--- config.mk ---
export PLATFORM = sky130hd
export DESIGN_NAME = mdr_mem_port
export DESIGN_NICKNAME = d
export VERILOG_FILES = /design/src/rtl/cpu_pkg.sv /design/src/rtl/mdr_mem_port.sv
export SDC_FILE = /design/constraint.sdc
export NUM_CORES = 1
export LEC_CHECK = 0
export ABC_AREA = 1
export CAP_MARGIN = 10
export CORE_MARGIN = 8
export CORE_UTILIZATION = 41
export DETAILED_ROUTE_END_ITERATION = 8
export HOLD_SLACK_MARGIN = 0.15
export MAX_ROUTING_LAYER = met4
export PLACE_DENSITY_LB_ADDON = 0.1
export REMOVE_ABC_BUFFERS = 1
export SLEW_MARGIN = 30
export SYNTH_ARGS = -nofsm -noshare
export SYNTH_HDL_FRONTEND = slang
export SYNTH_SLANG_ARGS = --single-unit
--- constraint.sdc ---
create_clock -name clk -period 2.8 [get_ports clk]
set_clock_uncertainty 0.2 [all_clocks]
set_input_delay 0.56 -clock clk [delete_from_list [all_inputs] [get_ports clk]]
set_output_delay 0.56 -clock clk [all_outputs]
set_load 0.01 [all_outputs]
--- src/rtl/cpu_pkg.sv ---
`default_nettype none
// +----------------------------------------------------------------------+
// | cpu_pkg                                                              |
// | Shared datapath widths and memory-port state encoding.               |
// | Rev 1.0 - initial release                                            |
// +----------------------------------------------------------------------+
package cpu_pkg;

    localparam int DATA_W = 32;
    localparam int ADDR_W = 9;

    typedef enum logic [1:0] {
        IDLE    = 2'd0,
        RD_WAIT = 2'd1,
        WR_WAIT = 2'd2
    } mem_state_t;

endpackage
`default_nettype wire

--- src/rtl/mdr_mem_port.sv ---
`default_nettype none
// +----------------------------------------------------------------------+
// | mdr_mem_port                                                         |
// | MAR/MDR holding stage with a bounded req/ack memory handshake.       |
// | Rev 1.0 - initial release                                            |
// +----------------------------------------------------------------------+
module mdr_mem_port #(
    parameter int DATA_W   = cpu_pkg::DATA_W,
    parameter int ADDR_W   = cpu_pkg::ADDR_W,
    parameter int WAIT_MAX = 15
) (
    input  logic              clk,
    input  logic              clr,
    input  logic [DATA_W-1:0] bus_in,
    input  logic              mar_in,
    input  logic              mdr_in,
    input  logic              rd_start,
    input  logic              wr_start,
    output logic [ADDR_W-1:0] mem_addr,
    output logic [DATA_W-1:0] mem_wdata,
    input  logic [DATA_W-1:0] mem_rdata,
    output logic              mem_req,
    output logic              mem_we,
    input  logic              mem_ack,
    output logic [DATA_W-1:0] mdr_out,
    output logic              busy,
    output logic              done,
    output logic              err
);
    import cpu_pkg::mem_state_t;
    import cpu_pkg::IDLE;
    import cpu_pkg::RD_WAIT;
    import cpu_pkg::WR_WAIT;

    localparam int CNT_W = $clog2(WAIT_MAX + 1);
    localparam logic [CNT_W-1:0] c_waitMax = CNT_W'(WAIT_MAX);

    mem_state_t        r_state, w_stateNext;
    logic [ADDR_W-1:0] r_mar, w_marNext;
    logic [ADDR_W-1:0] r_txnAddr, w_txnAddrNext;
    logic [DATA_W-1:0] r_mdr, w_mdrNext;
    logic [CNT_W-1:0]  r_waitCnt, w_waitCntNext;
    logic              r_req, w_reqNext;
    logic              r_we, w_weNext;
    logic              r_done, w_doneNext;
    logic              r_err, w_errNext;

    always_ff @(posedge clk or posedge clr) begin
        if (clr) begin
            r_state <= IDLE;
        end else begin
            r_state <= w_stateNext;
        end
    end

    always_ff @(posedge clk or posedge clr) begin
        if (clr) begin
            r_mar     <= '0;
            r_txnAddr <= '0;
            r_mdr     <= '0;
            r_waitCnt <= '0;
            r_req     <= 1'b0;
            r_we      <= 1'b0;
            r_done    <= 1'b0;
            r_err     <= 1'b0;
        end else begin
            r_mar     <= w_marNext;
            r_txnAddr <= w_txnAddrNext;
            r_mdr     <= w_mdrNext;
            r_waitCnt <= w_waitCntNext;
            r_req     <= w_reqNext;
            r_we      <= w_weNext;
            r_done    <= w_doneNext;
            r_err     <= w_errNext;
        end
    end

    always_comb begin
        w_stateNext   = r_state;
        w_marNext     = r_mar;
        w_txnAddrNext = r_txnAddr;
        w_mdrNext     = r_mdr;
        w_waitCntNext = r_waitCnt;
        w_reqNext     = r_req;
        w_weNext      = r_we;
        w_doneNext    = 1'b0;
        w_errNext     = r_err;
        case (r_state)
            IDLE: begin
                if (mar_in) w_marNext = bus_in[ADDR_W-1:0];
                if (mdr_in) w_mdrNext = bus_in;
                // The transaction latches the pre-load MAR so a simultaneous load targets the next one.
                if (rd_start || wr_start) begin
                    w_stateNext   = rd_start ? RD_WAIT : WR_WAIT;
                    w_txnAddrNext = r_mar;
                    w_reqNext     = 1'b1;
                    w_weNext      = ~rd_start;
                    w_waitCntNext = '0;
                    w_errNext     = 1'b0;
                end
            end
            RD_WAIT, WR_WAIT: begin
                if (mem_ack || (r_waitCnt == c_waitMax)) begin
                    if (mem_ack && (r_state == RD_WAIT)) w_mdrNext = mem_rdata;
                    if (!mem_ack) w_errNext = 1'b1;
                    w_stateNext = IDLE;
                    w_reqNext   = 1'b0;
                    w_weNext    = 1'b0;
                    w_doneNext  = 1'b1;
                end else begin
                    w_waitCntNext = r_waitCnt + 1'b1;
                end
            end
            default: w_stateNext = IDLE;
        endcase
    end

    assign busy      = (r_state != IDLE);
    assign mem_addr  = busy ? r_txnAddr : r_mar;
    assign mem_wdata = r_mdr;
    assign mdr_out   = r_mdr;
    assign mem_req   = r_req;
    assign mem_we    = r_we;
    assign done      = r_done;
    assign err       = r_err;

endmodule
`default_nettype wire

==> results.sh <==
export IMPL_status="completed"
export IMPL_clockRootBuffer="clkbuf_8"
export IMPL_fin_util_pct=61.7
export IMPL_grt_pass1_wl_mm=13.9
export IMPL_wl_per_cell_um=15.5
export IMPL_synth_cell_types=21
export IMPL_endpoint_kind="output pin"
export IMPL_hold_path_class="flip-flop to flip-flop"
export IMPL_area_growth_pct=49.7
export IMPL_cp_max_fo=15
export IMPL_max_cap_violations=0
export IMPL_io_buffers=148
export IMPL_synth_common_cells="nand2_1, dfrtp_1, o21ai_0"
export IMPL_r2r_slack_ps=530
export IMPL_drt_total_wl_mm=9.05
export IMPL_arrival_ps=1940
export IMPL_max_freq_mhz=371
export IMPL_firstDrtPassIters=4
export IMPL_peakVddDrop_mv=0.756
export IMPL_die_w_um=103
export IMPL_hpwlAfterDp_mm=6.92
export IMPL_vias_per_cell=4.74
export IMPL_yosys_warnings=0
export IMPL_p_leak_nw=2.05
export IMPL_path_buf_inv=3
export IMPL_initial_core_util_pct=41.2
export IMPL_grt_max_degree=61
export IMPL_finalSetupViolations=0
export IMPL_overflow=0
export IMPL_synth_most_common_cell="nand2_1"
export IMPL_syn_avg_cell_area_um2=8.69
export IMPL_grt_total_usage_pct=17.4
export IMPL_antenna_found_initial=0
export IMPL_syn_inst=359
export IMPL_cts_tree="yes"
export IMPL_slew_headroom_pct=51.6
export IMPL_finalCritPeriodShare_pct=96.4
export IMPL_critical_path_cell_chain="inv_1 -> ha_1 -> buf_4 -> o21ai_0 -> clkdlybuf4s50_1"
export IMPL_vias=2764
export IMPL_finalCriticalPeriod_ps=2700
export IMPL_slowest_delay_ps=580
export IMPL_io_pins=149
export IMPL_final_max_slew_viol_count=0
export IMPL_first_iter_violations=58
export IMPL_cts_sinks=60
export IMPL_netlist_area_um2=3120
export IMPL_cts_max_level=3
export IMPL_detail_route_antenna_nets=0
export IMPL_cpLargestDelayFamily="buffers and inverters"
export IMPL_async_flop_share_pct=100
export IMPL_synth_area_top_cells="dfrtp_1, nand2_1, buf_4"
export IMPL_worst_setup_path_type="flip-flop to output pin"
export IMPL_die_h_um=103
export IMPL_path_clk_slew_ps=60
export IMPL_final_setup_tns_ps=0
export IMPL_antenna_cells=0
export IMPL_rsz0062_at_grt="false"
export IMPL_ys_seq_area_share_pct=48.1
export IMPL_clockBufferDepth=2
export IMPL_nNetsFinal=550
export IMPL_dieArea_um2=10700
export IMPL_start_kind="flip-flop"
export IMPL_cts_hold_buf=0
export IMPL_coreArea_um2=7570
export IMPL_ys_ff_latch=60
export IMPL_hold_viol=0
export IMPL_synth_ff_type="dfrtp_1"
export IMPL_tightestPinTransition_ps=723
export IMPL_place_congestion=0.813
export IMPL_cp_required_ps=2040
export IMPL_synth_edf_count=0
export IMPL_grt_pass1_vias=2734
export IMPL_slowest_stage="clkdlybuf4s50_1"
export IMPL_drive_gt1_share_pct=14.6
export IMPL_cts_buffers_inserted=9
export IMPL_yosysTopAreaCellShare_pct=48.1
export IMPL_fill_cells=648
export IMPL_drc_errors=0
export IMPL_clk_insertion_delay_late_ps=330
export IMPL_synth_area_leader_cell="dfrtp_1"
export IMPL_powerDensity_nw_per_um2=1290
export IMPL_fp_row_count=32
[cells in the final DEF, fill, tap and decap left out]
master           synthesis  layout
xnor2_1                  1       1
mux2_2                   9       9
nor2_2                   2       2
clkbuf_8                 0      10
buf_4                   37       5
o21ai_0                 55      53
clkdlybuf4s50_1          0     148
nand3_2                  1       1
nand2_1                 83      83
o211ai_4                 1       1
buf_12                   0       2
ha_1                     3       3
nor2_1                   5       5
clkinv_2                 0       3
or2_2                   32      32
inv_2                    2       3
nand4_1                  1       1
bufinv_16                0       2
nand3_1                  4       4
inv_1                   18      17
o21ai_1                 30      32
dfrtp_1                 60      60
clkbuf_1                 7       1
a21oi_1                  3       3
[kinds of logic after synthesis]
group	count (synthesis)	share of synthesized area, %
and+or+nand+nor	128	18.6
muxes	9	3.25
DFF	60	48.1
adders and majority gates	3	1.20
xor gates and xnor gates	1	0.281
buffers and inverters	69	13.8
AOI/OAI and AO/OA	89	14.8
[registers in the layout, summed over array words and instances, names as in the netlist]
register and count:
err 1, r_waitCnt 4, mem_req 1, r_mar 9, r_txnAddr 9, r_state 2
mdr_out 32, mem_we 1, done 1
[through the flow]
stage / cells / power, mW / hold WS [ps] / setup slack (ps) / instance area [um2]
after detailed placement: 567 / 5.27 / 271 / 409 / 4450
final: 583 / 6.04 / 280 / 101 / 4670
after CTS: 583 / 6.14 / 287 / 37.9 / 4670
after floorplan: 310 / 3.31 / 253 / 298 / 2770
after global routing: 583 / 6.53 / 313 / 12.8 / 4670
after global placement: 567 / 5.17 / 270 / 445 / 4450
[report_power, final]
part,leakage [nW],internal [mW],switching [mW]
combinational,1.20,1.80,1.79
sequential,0.736,1.31,0.290
clock,0.113,0.521,0.328
[tightest hold or removal path: stages (launching register included)]
cell and delay [ps]:
dfrtp_1 350, nand2_1 50, nand2_1 50
[cell type report]
cell class	instances	area, um2	area share, %
clock buffer	11	141	3.03
clock inverter	5	75.1	1.61
inverter	20	75.1	1.61
multi-input combinational	230	1190	25.5
sequential	60	1500	32.2
tap	102	128	2.73
timing repair buffer	155	1560	33.4
[layer usage]
metal	GRT usage (%)	wire length, um	vias to the layer above	part of all wire, %
li1	-	-	1366	-
met1	20.3	3740	1296	41
met2	28.9	4510	97	50
met3	4.02	742	5	8.2
met4	5.78	57	0	0.63
met5	-	0	-	0
[what timing repair did]
action,in CTS,in global routing
endpoints found under the setup margin,0,2
buffers inserted,0,0
resized for setup,0,2
[worst paths after layout]
check	startpoint	end	cells after the start
hold reg to reg	err	err	2
min in group asynchronous	clr	mdr_out[0]	3
hold / removal	err	err	2
setup / recovery	r_state[0]	mem_addr[1]	5
setup reg to reg	r_state[0]	mdr_out[31]	6
max in group asynchronous	clr	mdr_out[16]	3
(Power assumes the default switching activity.)
